## src/rtl/mcu_timer_pkg.sv

```systemverilog
`default_nettype none
// ============================================================================
// Module      : mcu_timer_pkg
// Description : Register map, CTRL bit positions and run state for mcu_timer.
// Revision    : 1.0
// ============================================================================
package mcu_timer_pkg;

    localparam logic [2:0] TMR_CTRL_OFS   = 3'd0;
    localparam logic [2:0] TMR_PRESC_OFS  = 3'd1;
    localparam logic [2:0] TMR_CMP_OFS    = 3'd2;
    localparam logic [2:0] TMR_COUNT_OFS  = 3'd3;
    localparam logic [2:0] TMR_STATUS_OFS = 3'd4;

    localparam int TMR_CTRL_EN_BIT = 0;
    localparam int TMR_CTRL_AR_BIT = 1;
    localparam int TMR_CTRL_IE_BIT = 2;

    typedef enum logic [0:0] {
        STOPPED = 1'b0,
        RUNNING = 1'b1
    } tmr_state_t;

endpackage
`default_nettype wire

```

## src/rtl/tmr_prescaler.sv

```systemverilog
`default_nettype none
// ============================================================================
// Module      : tmr_prescaler
// Description : Divides the clock by period+1, producing a one-cycle tick.
// Revision    : 1.0
// ============================================================================
module tmr_prescaler (
    input  logic        clk,
    input  logic        rst,
    input  logic        enable,
    input  logic        clear,
    input  logic [15:0] period,
    output logic        tick
);

    logic [15:0] r_cnt;

    assign tick = enable & (r_cnt == period);

    always_ff @(posedge clk) begin
        if (rst || clear || !enable) begin
            r_cnt <= 16'd0;
        end else if (r_cnt == period) begin
            r_cnt <= 16'd0;
        end else begin
            r_cnt <= r_cnt + 16'd1;
        end
    end

endmodule
`default_nettype wire

```

## src/rtl/mcu_timer.sv

```systemverilog
`default_nettype none
// ============================================================================
// Module      : mcu_timer
// Description : Memory-mapped 32-bit timer/compare peripheral with match IRQ.
// Revision    : 1.0
// ============================================================================
module mcu_timer
    import mcu_timer_pkg::*;
#(
    parameter int                    ADDR_WIDTH = 32,
    parameter int                    DATA_WIDTH = 32,
    parameter logic [ADDR_WIDTH-1:0] BASE_ADDR  = 32'hFFFF_FF00
) (
    input  logic                  sys_clk,
    input  logic                  sys_rst,
    input  logic [ADDR_WIDTH-1:0] bus_addr,
    input  logic                  bus_wr_en,
    input  logic [DATA_WIDTH-1:0] bus_wr_data,
    output logic                  bus_sel,
    output logic [DATA_WIDTH-1:0] bus_rd_data,
    output logic                  tmr_irq
);

    tmr_state_t            r_state;
    tmr_state_t            w_state_next;
    logic                  r_ar;
    logic                  r_ie;
    logic [15:0]           r_presc;
    logic [DATA_WIDTH-1:0] r_cmp;
    logic [DATA_WIDTH-1:0] r_count;
    logic [DATA_WIDTH-1:0] w_count_next;
    logic                  r_match;
    logic                  w_match_next;

    logic [2:0]            w_ofs;
    logic                  w_we;
    logic                  w_wr_ctrl;
    logic                  w_wr_presc;
    logic                  w_wr_cmp;
    logic                  w_wr_count;
    logic                  w_wr_status;
    logic                  w_tick;
    logic                  w_cmp_hit;
    logic                  w_presc_clear;
    logic [DATA_WIDTH-1:0] w_rd_mux;
    logic                  w_unused;

    assign bus_sel     = (bus_addr[ADDR_WIDTH-1:5] == BASE_ADDR[ADDR_WIDTH-1:5]);
    assign w_ofs       = bus_addr[4:2];
    assign w_unused    = &{1'b0, bus_addr[1:0]};
    assign w_we        = bus_sel & bus_wr_en;
    assign w_wr_ctrl   = w_we && (w_ofs == TMR_CTRL_OFS);
    assign w_wr_presc  = w_we && (w_ofs == TMR_PRESC_OFS);
    assign w_wr_cmp    = w_we && (w_ofs == TMR_CMP_OFS);
    assign w_wr_count  = w_we && (w_ofs == TMR_COUNT_OFS);
    assign w_wr_status = w_we && (w_ofs == TMR_STATUS_OFS);
    assign w_cmp_hit   = (r_count == r_cmp);

    // Restart the divider on a PRESC write or a stopped-to-running CTRL write.
    assign w_presc_clear = w_wr_presc |
                           (w_wr_ctrl & bus_wr_data[TMR_CTRL_EN_BIT] & (r_state == STOPPED));

    tmr_prescaler u_prescaler (
        .clk    (sys_clk),
        .rst    (sys_rst),
        .enable (r_state == RUNNING),
        .clear  (w_presc_clear),
        .period (r_presc),
        .tick   (w_tick)
    );

    always_ff @(posedge sys_clk) begin
        if (sys_rst) begin
            r_state <= STOPPED;
        end else begin
            r_state <= w_state_next;
        end
    end

    always_comb begin
        w_state_next = r_state;
        w_count_next = r_count;
        w_match_next = r_match;
        if (w_wr_ctrl) begin
            w_state_next = bus_wr_data[TMR_CTRL_EN_BIT] ? RUNNING : STOPPED;
        end else if (w_tick && w_cmp_hit && !r_ar) begin
            w_state_next = STOPPED;
        end
        if (w_wr_count) begin
            w_count_next = bus_wr_data;
        end else if (w_tick) begin
            if (w_cmp_hit) begin
                w_count_next = r_ar ? '0 : r_count;
            end else begin
                w_count_next = r_count + 1'b1;
            end
        end
        // A match on this edge outranks a simultaneous write-1-to-clear.
        if (w_tick && w_cmp_hit) begin
            w_match_next = 1'b1;
        end else if (w_wr_status && bus_wr_data[0]) begin
            w_match_next = 1'b0;
        end
    end

    always_ff @(posedge sys_clk) begin
        if (sys_rst) begin
            r_ar    <= 1'b0;
            r_ie    <= 1'b0;
            r_presc <= 16'd0;
            r_cmp   <= '1;
            r_count <= '0;
            r_match <= 1'b0;
        end else begin
            if (w_wr_ctrl) begin
                r_ar <= bus_wr_data[TMR_CTRL_AR_BIT];
                r_ie <= bus_wr_data[TMR_CTRL_IE_BIT];
            end
            if (w_wr_presc) begin
                r_presc <= bus_wr_data[15:0];
            end
            if (w_wr_cmp) begin
                r_cmp <= bus_wr_data;
            end
            r_count <= w_count_next;
            r_match <= w_match_next;
        end
    end

    always_comb begin
        w_rd_mux = '0;
        case (w_ofs)
            TMR_CTRL_OFS: begin
                w_rd_mux[TMR_CTRL_EN_BIT] = (r_state == RUNNING);
                w_rd_mux[TMR_CTRL_AR_BIT] = r_ar;
                w_rd_mux[TMR_CTRL_IE_BIT] = r_ie;
            end
            TMR_PRESC_OFS:  w_rd_mux[15:0] = r_presc;
            TMR_CMP_OFS:    w_rd_mux       = r_cmp;
            TMR_COUNT_OFS:  w_rd_mux       = r_count;
            TMR_STATUS_OFS: w_rd_mux[0]    = r_match;
            default:        w_rd_mux       = '0;
        endcase
    end

    assign bus_rd_data = bus_sel ? w_rd_mux : '0;
    assign tmr_irq     = r_match & r_ie;

endmodule
`default_nettype wire

```

## config.mk

```make
export PLATFORM = sky130hd
export DESIGN_NAME = mcu_timer
export DESIGN_NICKNAME = d
export VERILOG_FILES = /design/src/rtl/mcu_timer_pkg.sv /design/src/rtl/tmr_prescaler.sv /design/src/rtl/mcu_timer.sv
export SDC_FILE = /design/constraint.sdc
export NUM_CORES = 1
export LEC_CHECK = 0
export ABC_AREA = 1
export BUFFER_PORTS_ARGS = -buffer_cell sky130_fd_sc_hd__buf_2
export CORE_ASPECT_RATIO = 1.2
export CORE_MARGIN = 4
export CORE_UTILIZATION = 49
export CTS_CLUSTER_SIZE = 24
export DETAILED_ROUTE_END_ITERATION = 12
export PLACE_DENSITY = 0.79
export SYNTH_ARGS = -nofsm -noshare
export SYNTH_HDL_FRONTEND = slang
export SYNTH_SLANG_ARGS = --single-unit
```

## constraint.sdc

```tcl
create_clock -name sys_clk -period 2.15 [get_ports sys_clk]
set_clock_uncertainty 0.05 [all_clocks]
set_input_delay 0.5375 -clock sys_clk [delete_from_list [all_inputs] [get_ports sys_clk]]
set_output_delay 0.5375 -clock sys_clk [all_outputs]
set_load 0.01 [all_outputs]
```

# Yosys cells after proc, flatten, opt, wreduce, memory -nomap -nowiden
# Index checks and enable logic that the tools add are counted.
dict set report word_totals {
  ram_bits 0
  inputBits 67
  register_bits 100
  rom_bits 0
  mem_count 0
  elab_cells 57
  latch_bits 0
  output_inout_bits 34
}
dict set report classes {
  shift 0
  n_eq_ne 8
  muxes 14
  div_mod_pow 0
  n_addsub 2
  n_mul 0
  reduce_logical 18
  n_lt_le_gt_ge 0
  bitwise 7
}
# operator n
set ops {}
lappend ops {{two-way mux 32 bit} 5}
lappend ops {{case mux 13 bit (3 select lines)} 1}
lappend ops {{adder 32 x 1 -> 32 bit (second input constant)} 1}
lappend ops {{== test 32 bit} 1}
lappend ops {{case mux 16 bit (2 select lines)} 1}
lappend ops {{== test 27 bit (second input constant)} 1}
lappend ops {{adder 16 x 1 -> 16 bit (second input constant)} 1}
lappend ops {{== test 16 bit} 1}
lappend ops {{logical AND 1 bit} 8}
lappend ops {{case mux 2 bit (4 select lines)} 1}
lappend ops {{== test 3 x 2 -> 1 bit (second input constant)} 2}
lappend ops {{nonzero test 2 bit} 3}
lappend ops {{AND 1 bit} 5}
lappend ops {{two-way mux 1 bit} 5}
lappend ops {{case mux 1 bit (5 select lines)} 1}
lappend ops {{== test 3 x 1 -> 1 bit (second input constant)} 1}
lappend ops {{== test 3 bit (second input constant)} 1}
lappend ops {{zero test 3 bit} 1}
lappend ops {{inequality test 3 bit (second input constant)} 1}
lappend ops {{zero test 1 bit} 2}
lappend ops {{logical OR 1 bit} 2}
lappend ops {{AND reduction 2 bit} 1}
lappend ops {{OR reduction 2 bit} 1}
lappend ops {{NOT 1 bit} 1}
lappend ops {{OR 1 bit} 1}

# Depth between registers and ports, before layout
dict set report logic_depth {
  depth_word 9
  ltp_mapped 15
  mapped_depth_nobuf 14
}

# Modules after synthesis
# Synthesis repeated with hierarchy kept, for this count alone.
dict set report hier_totals {
  hier_cells 1151
  hier_area_um2 6807.8
}
# module area_each_um2 n_inst cells_per_inst
set by_module_without_submodules {}
lappend by_module_without_submodules {mcu_timer 5729.2 1 971}
lappend by_module_without_submodules {tmr_prescaler 1078.5 1 180}

# Worst setup path before layout
# Ideal clock, no wire load.
dict set report synth_path {
  kind {input port to output port}
  from {in bus_addr[7]}
  to {out bus_rd_data[11]}
  required_time_ns 1.562
  setup_slack_ns -0.139
  arrival_time_ns 1.701
  path_stages 10
  path_buffers 1
  path_cell_list {inv_1 nand2_1 nor2_1 nand2_1 nor2_1 nand2_2 nor2_1 nand2_1 clkbuf_1 a31oi_1}
}
dict set report synth_between {
  elab_chain_cells 2
}
# element line_no
set synth_rtl {}
lappend synth_rtl {{start, declared} mcu_timer.sv:16} ;# input logic [ADDR_WIDTH-1:0] bus_addr,
lappend synth_rtl {{== test 27 bit} mcu_timer.sv:48} ;# assign bus_sel = (bus_addr[ADDR_WIDTH-1:5] == BASE_ADDR[ADDR_WIDTH-1:5]);
lappend synth_rtl {{two-way mux 32 bit} mcu_timer.sv:146} ;# assign bus_rd_data = bus_sel ? w_rd_mux : '0;
lappend synth_rtl {{end, declared} mcu_timer.sv:20} ;# output logic [DATA_WIDTH-1:0] bus_rd_data,
# No other way between the ends.

# Final worst setup path
dict set report layout_path {
  from {in bus_addr[25]}
  to {out bus_rd_data[11]}
}
# The elaborated chain is that of the path after synthesis.

==> run metrics <==
smallest hold slack=around 0.36 ns; hold buffers post-CTS=0; fin crit share=1.129; post-synthesis cell area=~6800 um^2; antenna-violating nets left=0; leakage power=4.398 nW; Worst Path Required=about 1.6 ns; Worst setup SP type=input port; Period minus WS final=2.426 ns; n_diodes=0; Top FF cell, synth=dfxtp_1; max-slew violations=0; Syn Area/Cell=approximately 5.7 um^2; drt initial violations=approximately 700; Worst Path Arrival=roughly 1.8 ns; drt pass-1 iters=7; Switching Share=0.2363; Setup CP Type=input port to primary output; die height=137.4 um; Overall Power=3.767 mW; P&R area growth vs syn=28.99%; PortBufs=98; clk_lat worst skew=~0.36 ns; number of buffers created by CTS=9; htree depth=3; Net Sw Power=around 0.9 mW; vias=around 7,800; sequential fraction of the synthesis area=0.2930; ys async rst share=0; hold depth=3; Core Region=13,760 um^2; CP max FO=7; relative slew slack=0.7378; fill cell count=between 1,000 and 1,500; IO Count=101; power density cells=427.4 nW/um^2; Overflow after GRT=0; clock power share=0.447; most common cell in the netlist=nand2_1; Synth area leader=dfxtp_1; Total GRT Usage=0.2586; Initial Util=0.4965; setup ws final=-0.2763 ns; die area=15,910 um^2; CTS Buffer Depth=2; initial antenna violation count=0; crit end category=primary output; Unique masters post-synth=33; Vias/cell=about 5.2; fmax=412.2 MHz; number of synthesized flops with an enable pin=0; min-delay worst type=input port to flop; share of total power in combinational logic=0.062; failing checks=negative setup slack; Seq pwr share=0.491; Yosys Warn Count=0; Core Util, Final=0.6405; top cell type's share of synthesized area=0.2930; CTS tree=yes; post-DP HPWL=15.00 mm; share of layout cells above drive strength 1=0.1922; WL final=21.76 mm; Least-Margin Pin Slew=slightly below 0.4 ns; global-route wire length before repair=~33 mm; final hold violation count=0; Synth area leaders=dfxtp_1 (29%), nand2_1 (25%), nor2_1 (11%); post-DR wirelength/cell=~15 um; drt drc=0; Pint=2.877 mW; Sink Count=100; flops & latches, synth=100; Root Buffer Master=clkbuf_16; cell depth of the worst flop-to-flop path=11; MaxCap Viol Count=0; Die W=115.8 um; status=finished, violations left; Final GP Congestion=slightly above 0.9; peak supply drop=~0.39 mV; Synth Net Count=1,262; clock-pin slew on the worst setup and hold paths=0.06 ns; most common library cells after synthesis=nand2_1 (451), nor2_1 (192), inv_1 (120); vias in the first global route=7,157; setup violators final=33; final net count=1,380; Rows=47; Syn Inst Count=1,193; pin count of the biggest net entering global routing=33; RSZ-0062 raised after global routing=true
==> power by group through the flow <==
stage          clock (mW)  sequential (mW)  combinational (mW)
2_1_floorplan           0             1.89              0.0815
3_5_place_dp            0             1.89               0.210
4_1_cts              1.70             1.85               0.220
5_1_grt              1.77             1.85               0.250
6_report             1.68             1.85               0.233
3_3_place_gp            0             1.89               0.208
==> worst paths after layout <==
kind                                           start  slack, ns                    to
worst min-delay path                 bus_wr_data[31]       0.36             r_cmp[31]
worst max-delay path                    bus_addr[25]      -0.28       bus_rd_data[11]
worst min register to register  u_prescaler.r_cnt[0]       0.43  u_prescaler.r_cnt[0]
worst max register to register            r_count[1]       0.07           r_count[24]
==> cells by family after synthesis <==
| family | synth area share |
|---|---|
| xor+xnor | 0.05512 |
| compound gates | 0.1071 |
| simple gates | 0.4267 |
| flops | 0.2930 |
| fa+ha+maj | 0.003662 |
| buf+inv | 0.1144 |
==> cell usage in the layout, fill, tap and decap left out, types with 9 or more instances in the layout <==
cell type  synthesis  routed
inv_2             16      19
o21ai_0           16      13
dfxtp_1          100      89
clkbuf_16          0      13
buf_4              4      31
nor2_4             0      11
nand3_1           61      60
o21ai_1           19      22
buf_12             0      13
buf_2             13      75
a31oi_4            0      12
nor2_2             4      11
a22oi_1           18      18
buf_6              6      30
a21oi_1           50      50
nand2_1          451     449
xnor2_1            9       9
xor2_1            34      34
dfxtp_2            0      11
inv_1            120     116
nor2_1           192     174
==> layout make-up <==
cell class	instances	area (um^2)	area share
multi-input combinational	906	4399	0.4991
tap	171	214.0	0.02428
clock inverter	6	63.81	0.007240
timing repair buffer	154	1334	0.1513
sequential	100	2016	0.2287
clock buffer	10	239.0	0.02712
timing repair inverter	1	7.507	0.0008518
inverter	139	540.5	0.06133
==> timing repair <==
item                       CTS  global route
setup buffers                4             5
pin swaps                    3             3
gates resized for setup     29            77
gates cloned                 1             6
setup endpoints to repair   33            83
==> registers in the layout, indices dropped and copies added (netlist names) <==
register,count
r_ie,1
u_prescaler.r_cnt,16
r_count,32
r_ar,1
r_match,1
r_cmp,32
r_state,1
r_presc,16
==> layer usage <==
layer,vias to the layer above,track usage,wire length (um)
li1,3926,-,-
met1,3539,0.3076,8723
met2,272,0.4498,10830
met3,61,0.03295,1277
met4,0,0.1380,927
met5,-,0,0
==> critical path: stages <==
cell     delay, ns
buf_6         0.07
nand2_1       0.04
nor2_1        0.10
nand2_1       0.07
nor2_2        0.18
nand2_4       0.11
nor2_4        0.13
nand2_4       0.11
buf_12        0.17
a31oi_4       0.15
buf_2         0.15
==> through the flow <==
stage / setup slack [ns] / area [um^2] / TNS, ns / instances
floorplan: -0.03267 / 6957 / -0.03708 / 1193
global placement: -0.2832 / 7861 / -14.33 / 1457
detailed placement: -0.3026 / 7861 / -18.10 / 1457
CTS: -0.2728 / 8359 / -5.644 / 1477
global route: -0.3596 / 8813 / -9.217 / 1487
finish: -0.2763 / 8813 / -5.768 / 1487
No activity file was read; power rests on OpenSTA's default activity.
